`src/rtl/regfile_dump_ctrl_if.sv`:
```
// rtl/regfile_dump_ctrl_if.sv - dump word stream between the state dumper and its consumer
// Master drives the word and its valid; slave returns ready.
interface regfile_dump_ctrl_if #(
  parameter int DATA_W = 32,
  parameter int ADDR_W = 5
);
  logic              out_valid;
  logic              out_ready;
  logic              out_is_pc;
  logic [ADDR_W-1:0] out_idx;
  logic [DATA_W-1:0] out_data;

  modport master (
    output out_valid,
    output out_is_pc,
    output out_idx,
    output out_data,
    input  out_ready
  );

  modport slave (
    input  out_valid,
    input  out_is_pc,
    input  out_idx,
    input  out_data,
    output out_ready
  );
endinterface

```
`src/rtl/regfile_dump_ctrl.sv`:
```
// rtl/regfile_dump_ctrl.sv - end-of-program detector and PC/register-file dumper
// Runs until the PC self-loops or the cycle budget expires, then stalls the core and streams PC + registers.
module regfile_dump_ctrl #(
  parameter int DATA_W      = 32,
  parameter int NUM_REGS    = 32,
  parameter int ADDR_W      = 5,
  parameter int CNT_W       = 16,
  parameter int MAX_CYCLES  = 1024,
  parameter int HALT_REPEAT = 4
) (
  input  logic               clk,
  input  logic               rst,
  input  logic               start,
  input  logic [DATA_W-1:0]  pc,
  output logic [ADDR_W-1:0]  rf_raddr,
  input  logic [DATA_W-1:0]  rf_rdata,
  output logic               cpu_hold,
  regfile_dump_ctrl_if.master dump,
  output logic [CNT_W-1:0]   cycle_count,
  output logic               timeout,
  output logic               done
);

  typedef enum logic [2:0] {
    IDLE    = 3'd0,
    RUN     = 3'd1,
    SEND_PC = 3'd2,
    FETCH   = 3'd3,
    SEND    = 3'd4,
    DONE    = 3'd5
  } state_t;

  state_t            state, state_next;
  logic [CNT_W-1:0]  stable;
  logic [DATA_W-1:0] pc_prev;
  logic              prev_valid;
  logic [ADDR_W-1:0] idx;
  logic [DATA_W-1:0] data_q;

  logic [CNT_W-1:0]  stable_next;
  logic [CNT_W-1:0]  count_next;
  logic              halt_hit;
  logic              budget_hit;
  logic              last_idx;

  logic              valid_c;
  logic              is_pc_c;
  logic [ADDR_W-1:0] idx_c;
  logic              hold_c;
  logic              done_c;

  // Stability and budget are judged on this cycle's values so the exit edge is the detecting edge.
  assign stable_next = (prev_valid && (pc == pc_prev)) ? stable + 1'b1 : '0;
  assign count_next  = cycle_count + 1'b1;
  assign halt_hit    = (stable_next == CNT_W'(HALT_REPEAT));
  assign budget_hit  = (count_next == CNT_W'(MAX_CYCLES));
  assign last_idx    = (idx == ADDR_W'(NUM_REGS - 1));

  always_ff @(posedge clk or posedge rst) begin
    if (rst) begin
      state <= IDLE;
    end else begin
      state <= state_next;
    end
  end

  always_comb begin
    state_next = state;
    valid_c    = 1'b0;
    is_pc_c    = 1'b0;
    idx_c      = '0;
    hold_c     = 1'b0;
    done_c     = 1'b0;
    case (state)
      IDLE: begin
        if (start) state_next = RUN;
      end
      RUN: begin
        if (halt_hit || budget_hit) state_next = SEND_PC;
      end
      SEND_PC: begin
        valid_c = 1'b1;
        is_pc_c = 1'b1;
        hold_c  = 1'b1;
        if (dump.out_ready) state_next = FETCH;
      end
      FETCH: begin
        hold_c     = 1'b1;
        state_next = SEND;
      end
      SEND: begin
        valid_c = 1'b1;
        idx_c   = idx;
        hold_c  = 1'b1;
        if (dump.out_ready) state_next = last_idx ? DONE : FETCH;
      end
      DONE: begin
        hold_c = 1'b1;
        done_c = 1'b1;
        if (start) state_next = RUN;
      end
      default: state_next = IDLE;
    endcase
  end

  always_ff @(posedge clk or posedge rst) begin
    if (rst) begin
      cycle_count <= '0;
      stable      <= '0;
      pc_prev     <= '0;
      prev_valid  <= 1'b0;
      timeout     <= 1'b0;
      idx         <= '0;
      data_q      <= '0;
    end else begin
      case (state)
        IDLE, DONE: begin
          if (start) begin
            cycle_count <= '0;
            stable      <= '0;
            prev_valid  <= 1'b0;
            timeout     <= 1'b0;
            idx         <= '0;
          end
        end
        RUN: begin
          cycle_count <= count_next;
          stable      <= stable_next;
          pc_prev     <= pc;
          prev_valid  <= 1'b1;
          if (halt_hit || budget_hit) begin
            data_q  <= pc;
            timeout <= budget_hit && !halt_hit;
          end
        end
        SEND_PC: begin
          if (dump.out_ready) idx <= '0;
        end
        FETCH: begin
          data_q <= rf_rdata;
        end
        SEND: begin
          if (dump.out_ready && !last_idx) idx <= idx + 1'b1;
        end
        default: ;
      endcase
    end
  end

  assign rf_raddr       = idx;
  assign cpu_hold       = hold_c;
  assign done           = done_c;
  assign dump.out_valid = valid_c;
  assign dump.out_is_pc = is_pc_c;
  assign dump.out_idx   = idx_c;
  assign dump.out_data  = data_q;

endmodule

```
`src/flat_wrapper.sv`:
```
// flat-port wrapper written by rule: the top's interface ports become plain ports
module regfile_dump_ctrl_flat 
#(
  parameter int DATA_W      = 32,
  parameter int NUM_REGS    = 32,
  parameter int ADDR_W      = 5,
  parameter int CNT_W       = 16,
  parameter int MAX_CYCLES  = 1024,
  parameter int HALT_REPEAT = 4
)
  (clk, rst, start, pc, rf_raddr, rf_rdata, cpu_hold, cycle_count, timeout, done, dump_out_valid, dump_out_is_pc, dump_out_idx, dump_out_data, dump_out_ready);
  regfile_dump_ctrl_if #(.DATA_W(DATA_W), .ADDR_W(ADDR_W)) dump_i ();
  input  logic clk;
  input  logic rst;
  input  logic start;
  input  logic [DATA_W-1:0] pc;
  output logic [ADDR_W-1:0] rf_raddr;
  input  logic [DATA_W-1:0] rf_rdata;
  output logic cpu_hold;
  output logic [CNT_W-1:0] cycle_count;
  output logic timeout;
  output logic done;
  output wire logic [$bits(dump_i.out_valid)-1:0] dump_out_valid;
  output wire logic [$bits(dump_i.out_is_pc)-1:0] dump_out_is_pc;
  output wire logic [$bits(dump_i.out_idx)-1:0] dump_out_idx;
  output wire logic [$bits(dump_i.out_data)-1:0] dump_out_data;
  input wire logic [$bits(dump_i.out_ready)-1:0] dump_out_ready;
  assign dump_out_valid = dump_i.out_valid;
  assign dump_out_is_pc = dump_i.out_is_pc;
  assign dump_out_idx = dump_i.out_idx;
  assign dump_out_data = dump_i.out_data;
  assign dump_i.out_ready = dump_out_ready;
  regfile_dump_ctrl #(.DATA_W(DATA_W), .NUM_REGS(NUM_REGS), .ADDR_W(ADDR_W), .CNT_W(CNT_W), .MAX_CYCLES(MAX_CYCLES), .HALT_REPEAT(HALT_REPEAT)) u_core (.clk(clk), .rst(rst), .start(start), .pc(pc), .rf_raddr(rf_raddr), .rf_rdata(rf_rdata), .cpu_hold(cpu_hold), .dump(dump_i), .cycle_count(cycle_count), .timeout(timeout), .done(done));
endmodule
```
`config.mk`:
```
export PLATFORM = sky130hd
export DESIGN_NAME = regfile_dump_ctrl_flat
export DESIGN_NICKNAME = d
export VERILOG_FILES = /design/src/rtl/regfile_dump_ctrl_if.sv /design/src/rtl/regfile_dump_ctrl.sv /design/src/flat_wrapper.sv
export SDC_FILE = /design/constraint.sdc
export NUM_CORES = 1
export LEC_CHECK = 0
export ABC_CLOCK_PERIOD_IN_PS = 7400
export CORE_MARGIN = 5
export CORE_UTILIZATION = 55
export DETAILED_ROUTE_END_ITERATION = 10
export GPL_TIMING_DRIVEN = 1
export PLACE_DENSITY = 0.95
export SLEW_MARGIN = 30
export SYNTH_ARGS = -nofsm -noshare
export SYNTH_HDL_FRONTEND = slang
export SYNTH_SLANG_ARGS = --single-unit
```
`constraint.sdc`:
```
create_clock -name clk -period 7.4 [get_ports clk]
set_input_delay 0.74 -clock clk [delete_from_list [all_inputs] [get_ports clk]]
set_output_delay 0.74 -clock clk [all_outputs]
set_load 0.05 [all_outputs]
```
==> results of run 1 <==
-- cell families (layout without fill, tap and decap cells) --
logic type | count (synthesis) | in the layout | share of synthesized area, %
multiplexers | 1 | 1 | 0.167
AO/OA/AOI/OAI | 153 | 153 | 19.1
other | 0 | 1 | 0
adder cells (fa/ha/maj) | 5 | 5 | 1.04
XOR/XNOR | 42 | 42 | 6.14
AND/OR/NAND/NOR | 305 | 305 | 25.3
flip-flops | 106 | 106 | 44.3
buffers and inverters | 52 | 159 | 3.95
-- flip-flops by register name (all words and copies together), names as in the netlist --
signal	count
u_core.dump.out_data	32
u_core.pc_prev	32
u_core.cycle_count	16
u_core.stable	16
u_core.rf_raddr	5
u_core.state	3
u_core.prev_valid	1
u_core.timeout	1
-- per-layer routing --
metal	vias up	track usage, %	wire (µm)
met1	2784	33.1	6740
li1	2601	-	-
met4	0	10.3	501
met2	278	44.4	8530
met5	-	0	0
met3	52	5.55	1420
-- through the flow --
stage | hold slack (ns) | utilization (%) | instances
2_1_floorplan | 0.439 | - | 664
3_3_place_gp | 0.478 | 67.9 | 894
3_5_place_dp | 0.484 | 68.0 | 894
4_1_cts | 0.512 | 69.7 | 910
5_1_grt | 0.541 | 70.1 | 911
6_report | 0.515 | 70.1 | 912
-- final cells by class --
class / instances / area, µm² / area share, %
clock inverter: 6 / 57.6 / 0.764
timing repair buffer: 135 / 1360 / 18.1
sequential: 106 / 2650 / 35.2
inverter: 8 / 32.5 / 0.432
multi-input combinational: 506 / 3120 / 41.4
tap: 140 / 175 / 2.33
clock buffer: 10 / 128 / 1.69
antenna: 1 / 2.50 / 0.0332
-- worst max-delay path: cells and delay by family (launching register included) --
kind	cells	cell delay, ns
buffers and inverters	2	1.01
flip-flops	1	0.69
AND/OR/NAND/NOR	3	0.60
-- how the worst max path moves through the flow --
stage	startpoint	to	slack (ns)	depth (start not counted)
6_report	u_core.state[1]	dump_out_idx[4]	3.98	5
5_1_grt	u_core.cycle_count[0]	u_core.dump.out_data[10]	3.59	8
4_1_cts	u_core.cycle_count[0]	u_core.dump.out_data[25]	3.77	8
3_5_place_dp	u_core.cycle_count[0]	u_core.dump.out_data[12]	3.81	8
3_3_place_gp	pc[16]	u_core.dump.out_data[12]	4.02	8
2_1_floorplan	rst	u_core.cycle_count[0]	3.87	1
-- power by group --
| group | leakage [nW] | switching [mW] | internal (mW) |
|---|---|---|---|
| clock network | 0.0949 | 0.217 | 0.131 |
| logic | 1.61 | 0.979 | 0.566 |
| registers | 1.31 | 0.203 | 0.781 |
| total | 3.02 | 1.40 | 1.48 |
-- placed cells by master (no fill, tap or decap), types with 14 or more instances in the layout --
cell type | netlist | layout
o21ai_0 | 53 | 53
xnor2_1 | 32 | 32
nand2_1 | 152 | 152
nor2_1 | 33 | 32
or3_1 | 26 | 26
nand4_1 | 28 | 28
a31oi_1 | 14 | 14
dfrtp_1 | 106 | 106
clkdlybuf4s50_1 | 0 | 130
o221a_1 | 23 | 23
==> results.yml, run 1 <==
synth:
  syn_avg_cell_area_um2: 9.02
  synth_top_flop_cell: "dfrtp_1"
  synth_edf_count: 0
  yosys.area.top_type_share_pct: 44.3
  synth_top_area_cell: "dfrtp_1"
  synth_common_cells: "152 x nand2_1, 106 x dfrtp_1, 53 x o21ai_0"
  synthTopCellsByArea: "dfrtp_1 44%, nand2_1 9.5%, xnor2_1 4.7%"
  synth_area_um2: 5990
  ys_seq_elements: 106
  synth_warnings: 0
  seq_area_frac_synth_pct: 44.3
  syn_nets: 737
  ys_types: 63
  async_reset_ff_share_pct: 100
  syn-instance-count: 664
  synthMostInstantiatedCell: "nand2_1"
min_path:
  whs_endpoint: "u_core.pc_prev[13]"
  hold_path_class: "reg2reg"
  hold_depth: 2
  min_from: "u_core.pc_prev[13]"
placement:
  globalplace.congestion: 0.923
  placement.io_buffers: 130
  placed_area_um2: 7300
  pre_cts_ws_ns: 3.81
  dp_hpwl_mm: 12.4
floorplan:
  rows: 38
  boundaryPins: 131
  initial_core_util_pct: 55.7
  core_um2: 10700
  die_area_um2: 13100
  die_width_um: 114
  die_y_um: 114
timing:
  max_freq_mhz: 292
  timing.slew.headroom_pct: 44.9
  final_max_slew_viol_count: 0
  hold_viol_final: 0
  period_share_pct: 46.2
  fin_skew_ns: 0.0234
  rsz0062_at_grt: "false"
  worst_slack_ns: 3.98
  min_period_ns: 3.42
  worst_pin_slew_ns: 0.824
  setup_viol: 0
  fin_tns_setup_ns: 0
clock_network:
  cts_tree: "yes"
  clk_pin_slew_worst_paths_ns: 0.10
  cts_buffer_depth: 2
  postCtsHoldBufs: 0
  root_buffer: "clkbuf_8"
  htree_levels: 3
  clkSinkCount: 106
  cts_made_buffers: 9
  post_cts_resized: 0
  clk_latency_ns: 0.38
  cts_setup_buffers: 0
global_routing:
  grt_pass1_wl_mm: 27.8
  grt_overflow: 0
  grt_use_total_pct: 26.3
  grt_max_degree: 81
  grt_pass1_vias: 5667
  antenna_found_initial: 0
worst_setup_path:
  critical_path_class: "reg2out"
  critPathMaxFanout: 20
  r2r_end: "u_core.dump.out_data[25]"
  r2r_slack_ns: 3.99
  critPathMaxStageDelay_ns: 0.81
  end_kind: "output port"
  worstPathCellList: "inv_1, nand2_1, nor2_1, and2_1, clkdlybuf4s50_1"
  startpoint_type: "register"
  r2r_start: "u_core.cycle_count[1]"
  critPathSlowestCell: "clkdlybuf4s50_1"
  crit_required_ns: 6.66
  cp.arrival_ns: 2.68
  reg2reg_depth: 8
detailed_routing:
  avgRoutedWirePerCell_um: 18.8
  via_count: 5715
  detail-route-antenna-nets: 0
  drt-initial-drc-count: 431
  drc: 0
  first_pass_iters: 5
  route.final.wire_length_mm: 17.2
  vias_per_cell: 6.27
final_layout:
  fill_cells: 799
  fin_area_um2: 7530
  drive_gt1_share_pct: 5.06
  area_growth_pct: 25.7
  fin_nets: 839
status:
  status: "finished clean"
power:
  cellLeakagePower_nw: 3.02
  power_mw: 2.88
  peakVddDrop_v: 0.000277
  powerDensity_nw_per_um2: 382
run:
  cap_viol_max_count: 0
Note: power is estimated with default switching activity, not from simulation.
==> run 2: changes to the inputs <==
--- a/config.mk
+++ b/config.mk
@@ -5,12 +5,12 @@
 export SDC_FILE = /design/constraint.sdc
 export NUM_CORES = 1
 export LEC_CHECK = 0
-export ABC_CLOCK_PERIOD_IN_PS = 7400
+export ABC_CLOCK_PERIOD_IN_PS = 2970
 export CORE_MARGIN = 5
-export CORE_UTILIZATION = 55
+export CORE_UTILIZATION = 46
 export DETAILED_ROUTE_END_ITERATION = 10
 export GPL_TIMING_DRIVEN = 1
-export PLACE_DENSITY = 0.95
+export PLACE_DENSITY = 0.87
 export SLEW_MARGIN = 30
 export SYNTH_ARGS = -nofsm -noshare
 export SYNTH_HDL_FRONTEND = slang
==> constraint.sdc (replaced) <==
create_clock -name clk -period 2.97 [get_ports clk]
set_input_delay 0.297 -clock clk [delete_from_list [all_inputs] [get_ports clk]]
set_output_delay 0.297 -clock clk [all_outputs]
set_load 0.05 [all_outputs]
==> run 2 against run 1 <==
Net effect:
- worst setup slack lost 3.9 ns
- critical path depth grew 3
- power grew to 2.6 times the previous value
- utilization shrank 7.1 points
- sequential share of layout area shrank 2.0 points
- routed wire length shrank 1.0%
- global-route usage shrank 4.0 points
- first-iteration DRC count grew 34%
- sequential power grew 140%
- combinational power grew to 2.5 times the previous value
- hold slack lost 0.14 ns
- flip-flop and latch count is the same
- critical endpoint is now u_core.dump.out_data[0]
==> results.yml, run 2 (synthesis gave the netlist of run 1 again) <==
status:
  status: "finished clean"
power:
  power_mw: 7.60
  powerDensity_nw_per_um2: 952
  peakVddDrop_v: 0.000599
  cellLeakagePower_nw: 3.23
timing:
  whs_ns: 0.379
  final_max_slew_viol_count: 0
  timing.slew.headroom_pct: 52.2
  setup_viol: 0
  fin_skew_ns: 0.0147
  worst_slack_ns: 0.0812
  max_freq_mhz: 346
  hold_viol_final: 0
  period_share_pct: 97.3
  fin_tns_setup_ns: 0
  worst_pin_slew_ns: 0.713
  min_period_ns: 2.89
final_layout:
  area_growth_pct: 33.2
  register_area_um2: 2650
  multi_input_area_um2: 3140
  fill_cells: 1029
  fin_cells: 972
  final_util_pct: 63.0
  fin_nets: 868
  antenna_cells: 0
  final_cell_mix: "152 x nand2_1, 124 x clkdlybuf4s50_1, 105 x dfrtp_1, 53 x o21ai_0"
  drive_gt1_share_pct: 9.25
  final_common_cell: "nand2_1"
  fin_area_um2: 7980
global_routing:
  grt_max_degree: 35
  grt_pass1_vias: 5509
  grt_pass1_wl_mm: 27.0
  grtUsageMet2_pct: 36.5
  busiest_layer: "met2"
  antenna_found_initial: 0
  grt_overflow: 0
  use_met3_pct: 5.81
  grt_util_met1_pct: 28.1
  grt_use_total_pct: 22.3
placement:
  placed_area_um2: 7600
  dp_hpwl_mm: 12.1
  placement.io_buffers: 130
  dpl.cell_count: 951
  pre_cts_ws_ns: -0.210
  globalplace.congestion: 0.877
detailed_routing:
  drt-initial-drc-count: 577
  detail-route-antenna-nets: 0
  avgRoutedWirePerCell_um: 17.5
  vias_per_cell: 5.83
  route.final.wire_length_mm: 17.0
  via_count: 5670
  first_pass_iters: 6
  drc: 0
clock_network:
  postCtsHoldBufs: 0
  cts_buffer_depth: 2
  cts_tree: "yes"
  clk_pin_slew_worst_paths_ns: 0.08
  clk_latency_ns: 0.35
  cts_made_buffers: 9
  htree_levels: 3
  root_buffer: "clkbuf_16"
  clkSinkCount: 106
min_path:
  hold_path_class: "in2async"
worst_setup_path:
  startpoint_type: "register"
  cp.arrival_ns: 3.12
  critPathMaxFanout: 10
  critical_path_class: "reg2reg"
  crit_required_ns: 3.20
  end_kind: "register"
floorplan:
  die_area_um2: 15400
  die_y_um: 124
  core_um2: 12700
  boundaryPins: 131
  initial_core_util_pct: 47.3
  rows: 41
  die_width_um: 124
run:
  cap_viol_max_count: 0
-- run 2: cell count changes in the layout (fill, tap and decap cells not counted), sizes merged --
cell / change
buf: +34
clkdlybuf4s50: -6
inv: -3
bufinv: +2
a21oi: +1
clkbuf: +1
clkinv: -1
clkinvlp: +1
diode: -1
-- run 2: metal layers --
layer,vias to the layer above,part of all wire [%]
li1,2657,-
met5,-,0
met3,45,8.9
met1,2713,41
met4,0,3.2
met2,255,47
-- run 2: path summary, 6_finish.rpt --
check / startpoint / end / slack [ns] / cells after the start
worst max register to register: u_core.stable[1] / u_core.dump.out_data[0] / 0.08 / 8
worst min register to register: u_core.pc_prev[8] / u_core.pc_prev[8] / 0.50 / 2
min in group clk: u_core.pc_prev[8] / u_core.pc_prev[8] / 0.50 / 2
max in group asynchronous: rst / u_core.cycle_count[5] / 1.94 / 3
worst max-delay path: u_core.stable[1] / u_core.dump.out_data[0] / 0.08 / 8
worst min-delay path: rst / u_core.dump.out_data[13] / 0.38 / 2
-- run 2: final cells by class --
| type | instances | area share [%] |
|---|---|---|
| tap | 172 | 2.70 |
| timing repair buffer | 163 | 20.3 |
| multi-input combinational | 507 | 39.3 |
| inverter | 8 | 0.423 |
| clock buffer | 11 | 2.92 |
| clock inverter | 5 | 1.08 |
| sequential | 106 | 33.3 |
-- run 2: timing repair --
action                     CTS  global route
cloned                       0             1
buffers inserted             0             5
pin swaps                    0             6
gates resized for setup      1             3
setup endpoints to repair   23            32
-- run 2: critical path: stages (launching register included) --
cell	delay, ns
dfrtp_1	0.42
ha_4	0.19
or4_1	0.42
a211oi_2	0.24
o2111ai_2	0.20
a2111o_1	0.48
nor2_4	0.27
nor3_2	0.17
a221o_1	0.38
-- run 2: power by group --
group	internal (mW)	switching, mW	leakage, nW
Clock	0.747	0.548	0.154
Sequential	1.95	0.423	1.30
Combinational	1.46	2.47	1.78
==> run 3: changes to the inputs <==
--- a/config.mk
+++ b/config.mk
@@ -6,6 +6,7 @@
 export NUM_CORES = 1
 export LEC_CHECK = 0
 export ABC_CLOCK_PERIOD_IN_PS = 2970
+export CORE_ASPECT_RATIO = 0.7
 export CORE_MARGIN = 5
 export CORE_UTILIZATION = 46
 export DETAILED_ROUTE_END_ITERATION = 10
==> run 3 against run 2 <==
Net effect:
- maximum frequency is 0.89% higher
- combinational power grew 2%
- flip-flop and latch count did not move
- sequential power about the same
- largest power group unchanged
- power fell by 1.4%
- utilization decreased by 0.063 points
- die area rose by 0.23%
- final cell count fell by 1.0%
- design area is 0.72% lower
==> results.yml, run 3 (synthesis gave the netlist of run 1 again) <==
power:
  power_frac_seq_pct: 31.2
  p_sw_mw: 3.51
  combPwrFrac_pct: 53.5
  internal-power_mw: 3.99
  power.clock.fraction_pct: 15.3
  cellLeakagePower_nw: 3.22
  peakVddDrop_v: 0.000469
  powerDensity_nw_per_um2: 946
  switching_share_pct: 46.8
detailed_routing:
  detail-route-antenna-nets: 0
  via_count: 5719
  route.final.wire_length_mm: 17.6
  drc: 0
  vias_per_cell: 5.94
  first_pass_iters: 5
  drt-initial-drc-count: 443
  avgRoutedWirePerCell_um: 18.3
clock_network:
  clk_latency_ns: 0.35
  clkSinkCount: 106
  cts_setup_buffers: 0
  htree_levels: 3
  cts_made_buffers: 9
  clk_pin_slew_worst_paths_ns: 0.08
  cts_buffer_depth: 2
  postCtsHoldBufs: 0
  cts_tree: "yes"
  root_buffer: "clkbuf_16"
worst_setup_path:
  critPathMaxFanout: 23
  r2r_start: "u_core.stable[1]"
  r2r_slack_ns: 0.11
  cp.arrival_ns: 3.15
  reg2reg_depth: 9
  r2r_end: "u_core.dump.out_data[6]"
  startpoint_type: "register"
  end_kind: "register"
  critical_path_class: "reg2reg"
  crit_required_ns: 3.26
timing:
  min_period_ns: 2.86
  max_freq_mhz: 349
  setup_viol: 0
  worst_pin_slew_ns: 0.713
  fin_tns_setup_ns: 0
  worst_slack_ns: 0.107
  hold_viol_final: 0
  final_max_slew_viol_count: 0
  fin_skew_ns: 0.0100
  rsz0062_at_grt: "false"
  period_share_pct: 96.4
  timing.slew.headroom_pct: 52.4
final_layout:
  fill_cells: 1020
  final_cell_mix: "152 x nand2_1, 124 x clkdlybuf4s50_1, 106 x dfrtp_1, 53 x o21ai_0, 35 x buf_4"
  drive_gt1_share_pct: 9.63
  final_util_pct: 62.9
  area_growth_pct: 32.3
  fin_area_um2: 7920
  antenna_cells: 0
  fin_nets: 869
  final_common_cell: "nand2_1"
global_routing:
  grt_overflow: 0
  grt_use_total_pct: 22.9
  grt_pass1_vias: 5475
  grt_max_degree: 56
  antenna_found_initial: 0
  grt_pass1_wl_mm: 28.9
floorplan:
  die_y_um: 105
  die_width_um: 146
  core_um2: 12600
  rows: 34
  initial_core_util_pct: 47.6
  die_area_um2: 15400
  boundaryPins: 131
min_path:
  hold_path_class: "in2async"
placement:
  globalplace.congestion: 0.881
  pre_cts_ws_ns: 0.144
  dp_hpwl_mm: 12.8
  placed_area_um2: 7630
  placement.io_buffers: 130
run:
  cap_viol_max_count: 0
status:
  status: "finished clean"
-- run 3: changes by cell type in the layout (fill, tap and decap cells not counted), moves of 2 or more --
| cell | previous run | this run |
|---|---|---|
| clkbuf_1 | 2 | 0 |
| bufinv_16 | 2 | 0 |
| buf_4 | 32 | 35 |
| clkinvlp_4 | 1 | 3 |
-- run 3: timing repair --
item / CTS / global route
endpoints found under the setup margin: 0 / 11
resized for setup: 0 / 4
hold endpoints to repair: 0 / 0
-- run 3: how the worst max path moves through the flow --
| stage | cells after the start | slack (ns) | from | end |
|---|---|---|---|---|
| global route | 9 | 0.01 | u_core.stable[0] | u_core.dump.out_data[14] |
| CTS | 9 | 0.10 | u_core.stable[0] | u_core.dump.out_data[31] |
| detailed placement | 9 | 0.14 | u_core.stable[0] | u_core.dump.out_data[31] |
| floorplan | 9 | 0.20 | u_core.cycle_count[0] | u_core.dump.out_data[10] |
| finish | 9 | 0.11 | u_core.stable[1] | u_core.dump.out_data[6] |
| global placement | 7 | 0.06 | u_core.stable[3] | u_core.dump.out_data[15] |
-- run 3: area by class of cell --
class	count	area, µm²	area share, %
inverter	8	33.8	0.426
multi-input combinational	506	3130	39.5
clock buffer	9	225	2.84
tap	162	203	2.56
timing repair buffer	165	1620	20.5
sequential	106	2650	33.5
clock inverter	6	52.6	0.663
-- run 3: power by group through the flow --
stage	clock network, mW	registers [mW]	logic, mW
floorplan	0	3.14	1.85
global placement	0	2.33	3.88
detailed placement	0	2.35	3.99
CTS	1.15	2.33	4.01
global route	1.21	2.40	4.31
finish	1.15	2.34	4.01
-- run 3: layer usage --
layer	track usage, %	wire length [µm]	up-vias	part of all wire (%)
met1	32.9	7960	2761	45
met5	0	0	-	0
met4	5.23	182	0	1.0
met2	35.0	8000	265	45
met3	5.79	1480	20	8.4
li1	-	-	2673	-
-- run 3: per-stage QoR --
stage	hold WS, ns	total power, mW	std cells
global route	0.395	7.92	962
CTS	0.346	7.49	962
detailed placement	0.484	6.34	947
finish	0.331	7.50	962
floorplan	0.402	4.99	664
global placement	0.478	6.21	947
-- run 3: critical path, stage by stage, from the launching register on --
cell	delay (ns)
dfrtp_1	0.40
ha_2	0.19
buf_4	0.15
or4_1	0.42
a211oi_2	0.26
o2111ai_2	0.19
a2111o_1	0.39
nor2_4	0.20
o31a_4	0.36
o221a_1	0.25
